`src/rtl/claa_pkg.sv`:
```
// Shared types and default sizing for the two-stage carry-lookahead adder/subtractor.
package claa_pkg;

  localparam int CLAA_DEF_WIDTH = 32;
  localparam int CLAA_DEF_GROUP = 4;

  // Stage-1 layout at the default sizing; the top rebuilds it from its own parameters.
  typedef struct packed {
    logic [CLAA_DEF_WIDTH-1:0]                p;
    logic [CLAA_DEF_WIDTH-1:0]                g;
    logic [CLAA_DEF_WIDTH/CLAA_DEF_GROUP-1:0] pg;
    logic [CLAA_DEF_WIDTH/CLAA_DEF_GROUP-1:0] gg;
    logic                                     cin;
    logic                                     msb_a;
    logic                                     msb_b;
  } claa_s1_t;

  typedef struct packed {
    logic v;
    logic z;
  } claa_flags_t;

endpackage

```
`src/rtl/claa_pipe_slot.sv`:
```
// One pipeline slot: payload register plus valid bit, with load/unload control
// and asynchronous active-low clear of both valid and payload.
module claa_pipe_slot #(
  parameter int W = 1
) (
  input  logic         clk,
  input  logic         rst_n,
  input  logic         load,
  input  logic         unload,
  input  logic [W-1:0] d,
  output logic         valid,
  output logic [W-1:0] q
);

  // Load wins over unload so a slot that drains and refills in one cycle stays full.
  always_ff @(posedge clk or negedge rst_n) begin
    if (!rst_n) begin
      valid <= 1'b0;
      q     <= '0;
    end else if (load) begin
      valid <= 1'b1;
      q     <= d;
    end else if (unload) begin
      valid <= 1'b0;
    end
  end

endmodule

```
`src/rtl/claa_pipe_add.sv`:
```
// Two-stage pipelined carry-lookahead adder/subtractor with valid/ready on both sides.
// Define CLAA_PIPE_FLAGS_EN to add the signed-overflow (v_o) and zero (z_o) flags.
module claa_pipe_add
  import claa_pkg::*;
#(
  parameter int WIDTH = CLAA_DEF_WIDTH,
  parameter int GROUP = CLAA_DEF_GROUP
) (
  input  logic             clk_i,
  input  logic             rst_n_i,
  input  logic             s_valid_i,
  output logic             s_ready_o,
  input  logic [WIDTH-1:0] a_i,
  input  logic [WIDTH-1:0] b_i,
  input  logic             c_i,
  input  logic             sub_i,
  output logic             m_valid_o,
  input  logic             m_ready_i,
  output logic [WIDTH-1:0] sum_o,
  output logic             c_o
`ifdef CLAA_PIPE_FLAGS_EN
  ,
  output logic             v_o,
  output logic             z_o
`endif
);

  localparam int NG = WIDTH / GROUP;

  if (WIDTH % GROUP != 0) begin : g_width_check
    $error("claa_pipe_add: WIDTH (%0d) must be a multiple of GROUP (%0d)", WIDTH, GROUP);
  end

  typedef struct packed {
    logic [WIDTH-1:0] p;
    logic [WIDTH-1:0] g;
    logic [NG-1:0]    pg;
    logic [NG-1:0]    gg;
    logic             cin;
`ifdef CLAA_PIPE_FLAGS_EN
    logic             msb_a;
    logic             msb_b;
`endif
  } s1_t;

  typedef struct packed {
`ifdef CLAA_PIPE_FLAGS_EN
    claa_flags_t      flags;
`endif
    logic             cout;
    logic [WIDTH-1:0] sum;
  } s2_t;

  function automatic logic group_generate(input logic [GROUP-1:0] p,
                                          input logic [GROUP-1:0] g);
    logic gen;
    gen = 1'b0;
    for (int i = 0; i < GROUP; i++) gen = g[i] | (p[i] & gen);
    return gen;
  endfunction

  function automatic logic [NG:0] group_carry_chain(input logic [NG-1:0] pg,
                                                    input logic [NG-1:0] gg,
                                                    input logic          cin);
    logic [NG:0] c;
    c[0] = cin;
    for (int k = 0; k < NG; k++) c[k+1] = gg[k] | (pg[k] & c[k]);
    return c;
  endfunction

  // Carry into each bit of a group, seeded by that group's incoming carry.
  function automatic logic [GROUP-1:0] bit_carries(input logic [GROUP-1:0] p,
                                                   input logic [GROUP-1:0] g,
                                                   input logic             seed);
    logic [GROUP-1:0] c;
    logic             run;
    run = seed;
    for (int i = 0; i < GROUP; i++) begin
      c[i] = run;
      run  = g[i] | (p[i] & run);
    end
    return c;
  endfunction

  logic             accept;
  logic             adv2;
  logic             v1;
  logic             v2;
  logic [WIDTH-1:0] b_eff;
  logic [WIDTH-1:0] p_in;
  logic [WIDTH-1:0] g_in;
  s1_t              s1_d;
  s1_t              s1_q;
  s2_t              s2_d;
  s2_t              s2_q;
  logic [NG:0]      grp_c;
  logic [WIDTH-1:0] bit_c;

  assign s_ready_o = ~v1 | ~v2 | m_ready_i;
  assign accept    = s_valid_i & s_ready_o;
  assign adv2      = v1 & (~v2 | m_ready_i);

  assign b_eff = sub_i ? ~b_i : b_i;
  assign p_in  = a_i ^ b_eff;
  assign g_in  = a_i & b_eff;

  always_comb begin
    s1_d     = '0;
    s1_d.p   = p_in;
    s1_d.g   = g_in;
    s1_d.cin = c_i ^ sub_i;
    for (int k = 0; k < NG; k++) begin
      s1_d.pg[k] = &p_in[k*GROUP +: GROUP];
      s1_d.gg[k] = group_generate(p_in[k*GROUP +: GROUP], g_in[k*GROUP +: GROUP]);
    end
`ifdef CLAA_PIPE_FLAGS_EN
    s1_d.msb_a = a_i[WIDTH-1];
    s1_d.msb_b = b_eff[WIDTH-1];
`endif
  end

  // Stage 2 resolves group carries first, then ripples only within each group.
  always_comb begin
    s2_d  = '0;
    bit_c = '0;
    grp_c = group_carry_chain(s1_q.pg, s1_q.gg, s1_q.cin);
    for (int k = 0; k < NG; k++) begin
      bit_c[k*GROUP +: GROUP] = bit_carries(s1_q.p[k*GROUP +: GROUP],
                                            s1_q.g[k*GROUP +: GROUP], grp_c[k]);
    end
    s2_d.sum  = s1_q.p ^ bit_c;
    s2_d.cout = grp_c[NG];
`ifdef CLAA_PIPE_FLAGS_EN
    s2_d.flags.v = (s1_q.msb_a == s1_q.msb_b) & (s2_d.sum[WIDTH-1] != s1_q.msb_a);
    s2_d.flags.z = ~|s2_d.sum;
`endif
  end

  claa_pipe_slot #(.W($bits(s1_t))) u_slot1 (
    .clk    (clk_i),
    .rst_n  (rst_n_i),
    .load   (accept),
    .unload (adv2),
    .d      (s1_d),
    .valid  (v1),
    .q      (s1_q)
  );

  claa_pipe_slot #(.W($bits(s2_t))) u_slot2 (
    .clk    (clk_i),
    .rst_n  (rst_n_i),
    .load   (adv2),
    .unload (m_ready_i),
    .d      (s2_d),
    .valid  (v2),
    .q      (s2_q)
  );

  assign m_valid_o = v2;
  assign sum_o     = s2_q.sum;
  assign c_o       = s2_q.cout;
`ifdef CLAA_PIPE_FLAGS_EN
  assign v_o       = s2_q.flags.v;
  assign z_o       = s2_q.flags.z;
`endif

endmodule

```
`config.mk`:
```
export PLATFORM = sky130hd
export DESIGN_NAME = claa_pipe_add
export DESIGN_NICKNAME = d
export VERILOG_FILES = /design/src/rtl/claa_pkg.sv /design/src/rtl/claa_pipe_slot.sv /design/src/rtl/claa_pipe_add.sv
export SDC_FILE = /design/constraint.sdc
export NUM_CORES = 1
export LEC_CHECK = 0
export CAP_MARGIN = 20
export CORE_UTILIZATION = 48
export DETAILED_ROUTE_END_ITERATION = 8
export GPL_TIMING_DRIVEN = 0
export PLACE_DENSITY = 0.77
export SYNTH_ARGS = -nofsm -noshare
export SYNTH_HDL_FRONTEND = slang
export SYNTH_SLANG_ARGS = --single-unit
```
`constraint.sdc`:
```
create_clock -name clk_i -period 2.88 [get_ports clk_i]
set_clock_uncertainty 0.2 [all_clocks]
set_input_delay 0.288 -clock clk_i [delete_from_list [all_inputs] [get_ports clk_i]]
set_output_delay 0.288 -clock clk_i [all_outputs]
set_load 0.02 [all_outputs]
```
* Word-level counts from Yosys, hierarchy flattened
Cells that the tools add are included. Widths: inputs -> output; s select.
Cells by class: bitwise logic cells 124, muxes and demuxes 5, divide/modulo/power cells 0, multiply operators 0, reduce and logical (&&, ||, !) cells 10, eq/ne operators 0, magnitude comparators 0, $add $sub $neg 0, shifts and indexed selects 0
Operator list (count):
- $xor 32x32->32 | 2
- $or 1x1->1 | 59
- $and 1x1->1 | 58
- $and 32x32->32 | 1
- $mux 32 | 1
- $not 32->32 | 1
- $reduce_and 4->1 | 8
- $mux 1 | 4
- $reduce_bool 2->1 | 2
- $not 1->1 | 2
- $xor 1x1->1 | 1
Storage, ports and cells: word-level logic and storage cells 143, register bits after elaboration 116, RAM bits 0, memories kept 0, output and inout bits 35, input bits 70, bits in read-only memories 0, latch bits 0

* Depth between registers and ports, before layout
word-level depth 21, depth in mapped cells 12, depth with buffers taken out 12

* By module
A second synthesis with hierarchy kept.
Unflattened totals: cells, all modules 430, area, all modules 6448.7 um^2
By module, submodules not included:
- claa_pipe_slot at u_slot1 | cells each 174, seq. area each 2052.0 um^2, area each 3443.3 um^2, instances 1
- claa_pipe_add | cells each 183, seq. area each 0.0 um^2, area each 1591.5 um^2, instances 1
- claa_pipe_slot at u_slot2 | cells each 73, seq. area each 850.8 um^2, area each 1413.9 um^2, instances 1

* Worst setup path after synthesis
OpenSTA, ideal clock, no wires.
kind register to register, start point register u_slot1.q[0], end point register u_slot2.q[22], path buffers 0, setup slack 92 ps, cell stages (with the launch flop) 11, library setup time 125 ps, required time 2555 ps, clock period less this slack 2788 ps, data arrival time 2463 ps, path through dfrtp_1 > a211oi_2 > o21bai_1 > a21o_1 > a21o_1 > ha_1 > or2_2 > ha_1 > or2_2 > ha_1 > mux2_2
RTL lines:
- start: declaration | line claa_pipe_slot.sv:12 | output logic [W-1:0] q
- start signal: assignment | line claa_pipe_slot.sv:19 | q <= '0;
- start signal: assignment | line claa_pipe_slot.sv:22 | q <= d;
- end signal: assignment | line claa_pipe_slot.sv:19
- end signal: assignment | line claa_pipe_slot.sv:22
- end: declaration | line claa_pipe_slot.sv:12

* Worst setup path in the final report
start point register u_slot1.q[0], end point register u_slot2.q[31]
Between the ends: cells in the longest elaborated chain, start to end 21
RTL lines:
- $and 1x1->1 | line claa_pipe_add.sv:67 | for (int k = 0; k < NG; k++) c[k+1] = gg[k] | (pg[k] & c[k]);
- $or 1x1->1 | line claa_pipe_add.sv:67
- $and 1x1->1 | line claa_pipe_add.sv:67
- $or 1x1->1 | line claa_pipe_add.sv:67
- $and 1x1->1 | line claa_pipe_add.sv:67
- $or 1x1->1 | line claa_pipe_add.sv:67
- $and 1x1->1 | line claa_pipe_add.sv:67
- $or 1x1->1 | line claa_pipe_add.sv:67
- [... 5 more ...]
- $or 1x1->1 | line claa_pipe_add.sv:67
- $and 1x1->1 | line claa_pipe_add.sv:80 | run = g[i] | (p[i] & run);
- $or 1x1->1 | line claa_pipe_add.sv:80
- $and 1x1->1 | line claa_pipe_add.sv:80
- $or 1x1->1 | line claa_pipe_add.sv:80
- $and 1x1->1 | line claa_pipe_add.sv:80
- $or 1x1->1 | line claa_pipe_add.sv:80
- $xor 32x32->32 | line claa_pipe_add.sv:131 | s2_d.sum = s1_q.p ^ bit_c;
No other way between the ends. A chain may end at the register's enable or synchronous reset.

==> reports/metrics.yaml <==
outcome: "complete, but fails checks"
violations: "design-rule violations"
ios: 105
register_area_sq_mm: 0.00270
drv_slew: 0
power.net_switching_mw: 1.74
vias: 3670
rows: 39
grt_pass1_vias: 3903
nets: 681
num-fill-cells: 888
critPathBufInv: 2
setup_viol_count_final: 0
core_sq_mm: 0.0116
hold_path.class: "in2reg"
h-tree-depth: 3
clk-insertion-delay-late_ns: 0.34
clkTransAtPathRegs_ns: 0.07
dieWidth_microns: 112
drt_iter0_drc: 141
yosysSeqAreaShare_pct: 46.5
clkSinkCount: 108
drc: 6
required_ns: 2.90
drv_cap: 0
grt_pass1_wl_microns: 20000
netlist_instances: 433
whs_ns: 0.198
drive_above_1_share_pct: 27.9
avgSynthCellArea_sq_um: 13.4
met3_length_microns: 344
die_h_microns: 112
tns_ns: 0
power_frac_seq_pct: 38.8
power.share.switching_pct: 30.4
cellLeakagePower_nw: 3.63
diodes: 0
max_slew_margin_pct: 45.7
clockRootBuffer: "clkbuf_16"
viasPerCell: 5.22
multiInputGateArea_sq_mm: 0.00304
cellPowerDensity_mw_per_mm2: 758
cts_buffer_depth: 2
place_ws_ns: -0.198
crit_slowest_cell: "dfrtp_1"
p_int_mw: 3.98
comb_power_share_pct: 37.6
cts_made_buffers: 9
crit_family: "simple AND/OR/NAND/NOR gates"
period_minus_slack_ns: 2.83
globalRouteOverflowTotal: 0
pwr-share-clk_pct: 23.6
routedWlPerCell_microns: 17.5
netlist_area_sq_mm: 0.00582
grt_util_all_layers_pct: 20.7
m1WireLength_microns: 5650
wl_met2_microns: 6150
highest_layer: "met4"
setup_slack_ns: 0.0526
dp_hpwl_microns: 8830
crit_fanout: 2
ys_seq_elements: 108
ys_warn_count: 0
arrival_ns: 2.84
rsz0062_at_grt: "true"
placed_cell_area_sq_mm: 0.00705
wl_microns: 12300
syn_nets: 559
critPathKind: "reg2reg"
gp_routability_congestion: 0.788
grt_antenna_before_repair: 0
start_util_pct: 50.1
startpoint_type: "register"
tritoncts: "yes"
end_kind: "register"
worst_slew_pin_slew_ns: 0.815
crit_chain: "a211oi_2 > buf_4 > buf_4 > o21ai_2 > nand3_2 > nand2b_1 > ha_2 > or2_2 > ha_2 > or2_4 > ha_4 > nor2_4 > xor2_1 > o21ai_1"
port_buffers: 103
hold_violations: 0
firstDrtPassIters: 6
timing.final.crit_share_pct: 98.2
cpPeakStageDelay_ns: 0.40
syn2layout_area_growth_pct: 29.9
die-area_sq_mm: 0.0126
ir_drop_mv: 0.355
timing.fmax_mhz: 354
ant_nets: 0
fin_area_sq_mm: 0.00756
synth_cell_types: 31
grt_max_degree: 62
[metal layers]
metal | GRT usage, % | vias up
met3 | 2.38 | 13
met4 | 6.84 | 0
met5 | 0 | -
li1 | - | 1767
met2 | 35.7 | 68
met1 | 27.3 | 1822
[per-stage QoR]
step | std cells | utilization (%) | power [mW]
after floorplan | 433 | - | 3.41
after global placement | 679 | 60.5 | 4.24
after detailed placement | 680 | 60.7 | 4.30
after CTS | 702 | 64.3 | 5.70
after global routing | 703 | 65.1 | 6.04
final | 703 | 65.1 | 5.72
[what timing repair did]
item	in CTS	in global routing
setup buffers	5	1
hold endpoints to repair	60	0
gates resized for setup	9	23
setup endpoints to repair	6	7
pin swaps	7	17
hold buffers	1	0
[worst paths after layout]
| kind | from | endpoint | slack (ns) | cells after the start |
|---|---|---|---|---|
| min reg2reg | u_slot1.q[11] | u_slot1.q[11] | 0.29 | 2 |
| min | sub_i | u_slot1.q[0] | 0.20 | 3 |
| max reg2reg | u_slot1.q[0] | u_slot2.q[31] | 0.05 | 14 |
| min in group asynchronous | rst_n_i | u_slot2.q[9] | 0.37 | 2 |
| max | u_slot1.q[0] | u_slot2.q[31] | 0.05 | 14 |
| max in group asynchronous | rst_n_i | u_slot2.q[26] | 1.38 | 3 |
[power by group through the flow]
stage | sequential [mW] | clock [mW] | combinational, mW
floorplan | 2.46 | 0 | 0.951
global placement | 2.21 | 0 | 2.02
detailed placement | 2.23 | 0 | 2.07
CTS | 2.21 | 1.37 | 2.12
global route | 2.28 | 1.43 | 2.33
finish | 2.22 | 1.35 | 2.15
[worst register-to-register path: stages (launching register included)]
cell and delay (ns):
dfrtp_1 0.40, a211oi_2 0.29, buf_4 0.15, buf_4 0.09, o21ai_2 0.06, nand3_2 0.11, nand2b_1 0.09, ha_2 0.18
or2_2 0.27, ha_2 0.16, or2_4 0.23, ha_4 0.17, nor2_4 0.08, xor2_1 0.13, o21ai_1 0.09
[cell usage after synthesis (all sizes together)]
library cell  number  area (sq um)
a211oi             1          12.5
a21o              20           150
a21oi             10          50.1
and2               1          6.26
buf               16           189
clkbuf             1          5.00
dfrtp            108          2700
ha                56           701
mux2              80          1110
mux2i              1          10.0
nand2             28           124
nand2b             4          25.0
nand3              1          5.00
nand3b             1          20.0
nand4              8          50.1
nor2               8          30.0
nor3               1          5.00
nor4               1          6.26
o211ai             1          7.51
o21ai             27           135
o21bai             1          7.51
or2               17           106
xnor2              1          8.76
xor2              40           350
[cells in the final DEF, fill, tap and decap left out, types with 2 or more instances in the layout]
cell type,instances
dfrtp_1,108
clkdlybuf4s50_1,102
mux2_4,56
ha_1,48
xor2_1,40
nand2_1,26
mux2_2,24
o21ai_0,22
a21o_1,20
or2_2,11
a21oi_1,10
buf_4,9
clkbuf_16,9
nand4_1,8
or2_4,6
buf_2,5
buf_12,5
ha_4,5
o21ai_1,4
nand2b_1,4
nor2_1,4
buf_6,3
ha_2,3
nor2_4,2
nor2_2,2
bufinv_16,2
clkbuf_8,2
clkbuf_1,2
[final cells by class]
class                   count  area share [%]
plain buffers              17            2.57
repair buffers            111            14.7
multi-input cells         308            40.2
well taps                 143            2.37
clock buffers              13            3.44
clock inverters             3           0.911
flip-flops and latches    108            35.8
[state kept, by name, indices dropped and copies added, names as in the netlist]
name / cells
u_slot1.q: 73
u_slot1.valid: 1
u_slot2.q: 33
u_slot2.valid: 1
[kinds of logic (layout without fill, tap and decap cells)]
| family | after synthesis | count (layout) | synth area share [%] |
|---|---|---|---|
| AOI/OAI and AO/OA | 60 | 60 | 6.24 |
| xor gates and xnor gates | 41 | 41 | 6.17 |
| adders and majority gates | 56 | 56 | 12.0 |
| buffers and inverters | 17 | 144 | 3.33 |
| DFF | 108 | 108 | 46.5 |
| muxes | 81 | 81 | 19.3 |
| and+or+nand+nor | 70 | 70 | 6.49 |
(Power assumes the default switching activity.)
